===== src/rtl/sum_4b_pkg.sv =====
// Shared constants for the registered 4-bit adder: operand width and the
// values every output register takes while reset is asserted.
package sum_4b_pkg;

    // Operand/result width; the datapath is built for exactly this value.
    localparam int SUM_4B_WIDTH = 4;

    // Reset values of the output registers.
    localparam logic [SUM_4B_WIDTH-1:0] SUM_RST   = '0;
    localparam logic                    COUT_RST  = 1'b0;
    localparam logic                    OVF_RST   = 1'b0;
    localparam logic                    VALID_RST = 1'b0;

endpackage : sum_4b_pkg


===== src/rtl/sum_4b_full_adder.sv =====
// One-bit full adder cell, the building block of the ripple chain in sum_4b.
// Purely combinational: no clock, no state.
module full_adder (
    input  logic a,
    input  logic b,
    input  logic ci,
    output logic s,
    output logic co
);

    // Sum is the parity of the three inputs; carry is generated by a&b or
    // propagated from ci when exactly one of a/b is set.
    assign s  = a ^ b ^ ci;
    assign co = (a & b) | (ci & (a ^ b));

endmodule : full_adder


===== src/rtl/sum_4b.sv =====
// Registered 4-bit adder: {Cout,Sum} = A + B + Cin, one cycle latency,
// one operand set accepted per cycle.
// Optional feature: define SUM_4B_OVF_EN to add the signed-overflow output
// Ovf and its register; without it the port and its logic do not exist.
module sum_4b
    import sum_4b_pkg::*;
#(
    parameter int WIDTH = SUM_4B_WIDTH
) (
    input  logic             clk,
    input  logic             rst,
    input  logic             in_valid,
    input  logic [WIDTH-1:0] A,
    input  logic [WIDTH-1:0] B,
    input  logic             Cin,
    output logic             out_valid,
    output logic [WIDTH-1:0] Sum,
`ifdef SUM_4B_OVF_EN
    output logic             Ovf,
`endif
    output logic             Cout
);

    // carry[0] is the external carry-in; carry[WIDTH] leaves as Cout.
    logic [WIDTH:0]   carry;
    logic [WIDTH-1:0] sumComb;

    logic [WIDTH-1:0] sum_q,   sum_d;
    logic             cout_q,  cout_d;
    logic             valid_q, valid_d;

    assign carry[0] = Cin;

    for (genvar i = 0; i < WIDTH; i++) begin : g_ripple
        full_adder u_fa (
            .a  (A[i]),
            .b  (B[i]),
            .ci (carry[i]),
            .s  (sumComb[i]),
            .co (carry[i+1])
        );
    end

    // Next-state: capture a new result only when operands are valid,
    // otherwise hold the previous result; out_valid follows in_valid.
    always_comb begin
        sum_d   = sum_q;
        cout_d  = cout_q;
        valid_d = in_valid;
        if (in_valid) begin
            sum_d  = sumComb;
            cout_d = carry[WIDTH];
        end
    end

    // Output registers with synchronous reset; reset wins over in_valid so
    // operands presented during reset are dropped.
    always_ff @(posedge clk) begin
        if (rst) begin
            sum_q   <= SUM_RST;
            cout_q  <= COUT_RST;
            valid_q <= VALID_RST;
        end else begin
            sum_q   <= sum_d;
            cout_q  <= cout_d;
            valid_q <= valid_d;
        end
    end

    assign Sum       = sum_q;
    assign Cout      = cout_q;
    assign out_valid = valid_q;

`ifdef SUM_4B_OVF_EN
    logic ovf_q, ovf_d;

    // Signed overflow: both addends share a sign that the result lacks.
    always_comb begin
        ovf_d = ovf_q;
        if (in_valid) begin
            ovf_d = (A[WIDTH-1] == B[WIDTH-1]) && (sumComb[WIDTH-1] != A[WIDTH-1]);
        end
    end

    // Overflow register, reset and enabled exactly like Sum/Cout.
    always_ff @(posedge clk) begin
        if (rst) begin
            ovf_q <= OVF_RST;
        end else begin
            ovf_q <= ovf_d;
        end
    end

    assign Ovf = ovf_q;
`endif

endmodule : sum_4b


===== config.mk =====
export PLATFORM = sky130hd
export DESIGN_NAME = sum_4b
export DESIGN_NICKNAME = d
export VERILOG_FILES = /design/src/rtl/sum_4b_pkg.sv /design/src/rtl/sum_4b_full_adder.sv /design/src/rtl/sum_4b.sv
export SDC_FILE = /design/constraint.sdc
export NUM_CORES = 1
export LEC_CHECK = 0
export CAP_MARGIN = 20
export CORE_AREA = 4 4 41 43
export CTS_BUF_LIST = sky130_fd_sc_hd__clkbuf_4 sky130_fd_sc_hd__clkbuf_8
export DETAILED_ROUTE_END_ITERATION = 10
export DIE_AREA = 0 0 45 47
export PLACE_DENSITY = 0.51
export SYNTH_ARGS = -nofsm -noshare
export SYNTH_HDL_FRONTEND = slang
export SYNTH_SLANG_ARGS = --single-unit

===== constraint.sdc =====
create_clock -name clk -period 2.8 [get_ports clk]
set_input_delay 0.42 -clock clk [delete_from_list [all_inputs] [get_ports clk]]
set_output_delay 0.42 -clock clk [all_outputs]
set_load 0.01 [all_outputs]

* Word level (Yosys, flattened, before mapping) *
Cells that the tools add are included.
Widths: inputs -> output; s select.

operators by class
  bitwise gates (word level) = 20

operator list
  kind         count
  $and 1x1->1  8
  $xor 1x1->1  8
  $or 1x1->1   4

storage, ports and cells
  bits of input ports = 12
  register bits = 6
  output and inout port bits = 6
  logic and storage cells = 23

* Longest topological paths before layout *
  word-level depth = 9
  depth in mapped cells = 8
  gate-level depth less buffers = 8

* Modules after synthesis *
A second synthesis with hierarchy kept.

second synthesis, totals
  cells, all modules = 22
  area, all modules = 286.5 um2

modules (own cells, without submodules)
  module      sequential area each (um2)  times used  cells an instance  area each (um2)
  sum_4b      120.1                       1           18                 206.4
  full_adder  0.0                         4           1                  20.0

* Worst setup path before layout *
No wires, ideal clock.

  path type = input port to flip-flop
  start = input A[0]
  end = register sum_q[3], in the netlist Sum[3]
  setup time = 86 ps
  path buffers = 0
  setup slack = 646 ps
  data arrival time = 2069 ps
  stages = 8
  data required time = 2714 ps
  cells stage by stage = inv_1 > fa_1 > inv_1 > fa_1 > fa_1 > inv_1 > fa_1 > a211oi_1

on the way
  cells in the longest elaborated chain, start to end = 8
  elaborated cells on any way between the ends = 9
  those cells by class = 9 x bitwise

ends and longest elaborated chain
  what                  RTL line                 source
  from (decl)           sum_4b.sv:13             input logic [WIDTH-1:0] A,
  $xor 1x1->1           sum_4b_full_adder.sv:14  assign co = (a & b) | (ci & (a ^ b));
  $and 1x1->1           sum_4b_full_adder.sv:14
  $or 1x1->1 (*)        sum_4b_full_adder.sv:14
  $and 1x1->1 (*)       sum_4b_full_adder.sv:14
  $or 1x1->1 (*)        sum_4b_full_adder.sv:14
  $and 1x1->1 (*)       sum_4b_full_adder.sv:14
  $or 1x1->1 (*)        sum_4b_full_adder.sv:14
  $xor 1x1->1 (*)       sum_4b_full_adder.sv:13  assign s = a ^ b ^ ci;
  to (signal assigned)  sum_4b.sv:64             sum_q <= sum_d;
  to (decl)             sum_4b.sv:28             logic [WIDTH-1:0] sum_q, sum_d;

Every way passes the cells marked *; elsewhere a longest branch is shown, timed or not.
A chain may end at the register's enable or synchronous reset.

* Worst setup path after layout *
Same ends and word-level chain as after synthesis.

==> out/metrics.yaml <==
worst_hold_path:
  hp-class: "register to register"
  hold_depth: 2
  min_from: "Sum[0]$_SDFFE_PP0P_"
  hold_end: "Sum[0]$_SDFFE_PP0P_"
placed_design:
  hpwl_um: 555
  dp_slack_ns: 0.111
  io_buffers: 17
  place.gp.congestion: 0.579
  numPlacedInstances: 60
timing:
  max_freq_ghz: 0.415
  maxSlewHeadroom: 0.753
  period_share: 0.861
  finalSetupViolCount: 0
  min_period_ns: 2.41
  rsz0062_at_grt: "false"
  whs_ns: 0.475
  tns_ns: 0
  skew_ns: 0
  final_max_slew_viol_count: 0
  worst_pin_slew_ns: 0.370
  fin_ws_ns: 0.389
  hold_viol: 0
final_layout:
  synthToLayoutAreaGrowth_pct: 64.5
  nets: 66
  regArea_sq_um: 120
  fillers: 147
  drive_gt1_frac: 0.104
  fin_cells: 63
  multiInputGateArea_sq_um: 153
  num_antenna_cells: 0
die:
  die_area_sq_um: 2120
  rows: 13
  initial_core_util: 0.238
  die_x_um: 45
  io_pins: 18
  coreArea_sq_um: 1300
  die_h_um: 47
route:
  drt-wirelength-per-cell_um: 10.0
  num_vias: 252
  drt_iter0_drc: 5
  drtAntennaViolNets: 0
  routed_wl_um: 630
  drt_first_pass_iters: 2
  drc_errors: 0
  avgViaCountPerCell: 4.00
setup_path:
  critical_path.slowest_cell: "fa_1"
  crit_required_ns: 2.95
  end_kind: "register"
  crit_path_max_fanout: 1
  cpPeakStageDelay_ns: 0.41
  crit_chain: "clkdlybuf4s50_1, inv_1, fa_1, inv_1, fa_1, fa_1, inv_1, fa_1, a211oi_1"
  rr_endpoint: "Sum[3]$_SDFFE_PP0P_"
  critPathLaunchType: "primary input"
  arrival_ns: 2.57
  r2r_start: "Sum[3]$_SDFFE_PP0P_"
  reg2regPathDepth: 2
  crit_top_cell: "fa_1"
  r2r_setup_slack_ns: 2.15
  crit_type: "primary input to register"
  cpLargestDelayFamily: "adder cells"
  crit_buf_inv: 4
yosys:
  synthSimpleGateAreaFrac: 0.0968
  seq_area_frac_synth: 0.387
  synth_cells: 29
  synth_top_cell_by_area: "dfxtp_1"
  yosysUniqueCellTypes: 9
  async_flop_share: 0
  syn_area_sq_um: 310
  ys_top_cells_by_area: "dfxtp_1 (39%), fa_1 (26%), inv_1 (8.5%), a211oi_1 (7.3%), mux2i_1 (6.5%)"
  syn_area_per_cell_sq_um: 10.7
  ys_top_cells_by_count: "inv_1 (7), dfxtp_1 (6), fa_1 (4)"
  synthDominantCellAreaShare: 0.387
  ys_seq_elements: 6
  synth_mux_area_frac: 0.0645
  synth_top_family_by_area: "adder cells"
  synth_xor_area_frac: 0
  synth_compound_area_frac: 0.0726
  synth-edff-count: 0
  ys_warn_count: 0
  synth-main-ff-cell: "dfxtp_1"
  synth-adder-area-share: 0.258
  synth.net_count: 45
  yosysMostFrequentCell: "inv_1"
clocking:
  cts_buffers: 3
  cts.htree.levels: 1
  clock_latency_ns: 0.24
  post_cts_resized: 0
  path_clk_slew_ns: 0.05
  post_cts_buffers: 0
  clock-sinks: 6
  cts_tree: "done"
  cts-root-buf: "clkbuf_4"
  clockBufferDepth: 2
  ctsHoldBuffers: 0
pwr:
  power_density_nw_per_um2: 465
  vdd_drop_max_mv: 0.200
  power_mw: 0.237
  leakagePower_nw: 0.221
global_route:
  grt.met2_usage: 0.127
  grt_overflow: 0
  busiest_layer: "met2"
  grt_start_max_net_pins: 10
  met3_usage: 0.0383
  grt_pass1_vias: 270
  grt_usage: 0.0749
  gr-usage-met1: 0.0699
  grt_pass1_wl_um: 1060
  antenna_found_initial: 0
status:
  status: "finished, final reports clean"
run:
  cap_violations: 0
[area by class of cell]
| cell class | instances | area share |
|---|---|---|
| timing repair buffer | 17 | 0.333 |
| sequential | 6 | 0.235 |
| inverter | 7 | 0.0515 |
| tap | 15 | 0.0368 |
| multi-input combinational | 15 | 0.299 |
| clock buffer | 3 | 0.0441 |
[through the flow]
| stage | cell area [sq um] | util |
|---|---|---|
| 5_1_grt | 510 | 0.392 |
| 3_5_place_dp | 488 | 0.375 |
| 4_1_cts | 510 | 0.392 |
| 2_1_floorplan | 310 | - |
| 3_3_place_gp | 488 | 0.375 |
| 6_report | 510 | 0.392 |
[worst max-delay path by stage]
| stage | endpoint | depth (start not counted) | slack [ns] | start |
|---|---|---|---|---|
| 2_1_floorplan | Sum[3]$_SDFFE_PP0P_ | 8 | 0.65 | A[0] |
| 3_3_place_gp | Sum[3]$_SDFFE_PP0P_ | 9 | 0.17 | A[0] |
| 3_5_place_dp | Sum[3]$_SDFFE_PP0P_ | 9 | 0.11 | A[0] |
| 4_1_cts | Sum[3]$_SDFFE_PP0P_ | 9 | 0.36 | A[0] |
| 5_1_grt | Sum[3]$_SDFFE_PP0P_ | 9 | 0.27 | B[0] |
| 6_report | Sum[3]$_SDFFE_PP0P_ | 9 | 0.39 | A[0] |
[cell usage in the layout, fill, tap and decap left out, drive strengths merged]
cell and n:
dfxtp 6, nor2 5, a211oi 3, mux2i 2
clkdlybuf4s50 17, nor2b 1, clkbuf 3, inv 7
fa 4
[kinds of logic (layout without fill, tap and decap cells)]
| kind of cell | count (synthesis) | after routing |
|---|---|---|
| adder cells (fa/ha/maj) | 4 | 4 |
| AO/OA/AOI/OAI | 3 | 3 |
| AND/OR/NAND/NOR | 6 | 6 |
| flip-flops | 6 | 6 |
| buffers and inverters | 8 | 27 |
| multiplexers | 2 | 2 |
[per-layer routing]
layer,wire (um),vias up,share of wire
li1,-,127,-
met1,218,115,0.35
met2,351,10,0.56
met3,60,0,0.095
met4,0,0,0
met5,0,-,0
[worst register-to-register path, delay by kind of cell (launching register included)]
family          cells  cell delay [ns]
compound gates      1             0.20
flops               1             0.33
simple gates        1             0.04
[state kept, by name, indices dropped and copies added (netlist names)]
register / flops
Cout: 1
Sum: 4
out_valid: 1
[power breakdown]
part | internal (mW) | total, mW | switching, mW | leakage, nW
Combinational | 0.0376 | 0.0614 | 0.0237 | 0.158
Clock | 0.0484 | 0.0783 | 0.0299 | 0.0138
Sequential | 0.0935 | 0.0975 | 0.00404 | 0.0498
Total | 0.179 | 0.237 | 0.0577 | 0.221
(Power assumes the default switching activity.)
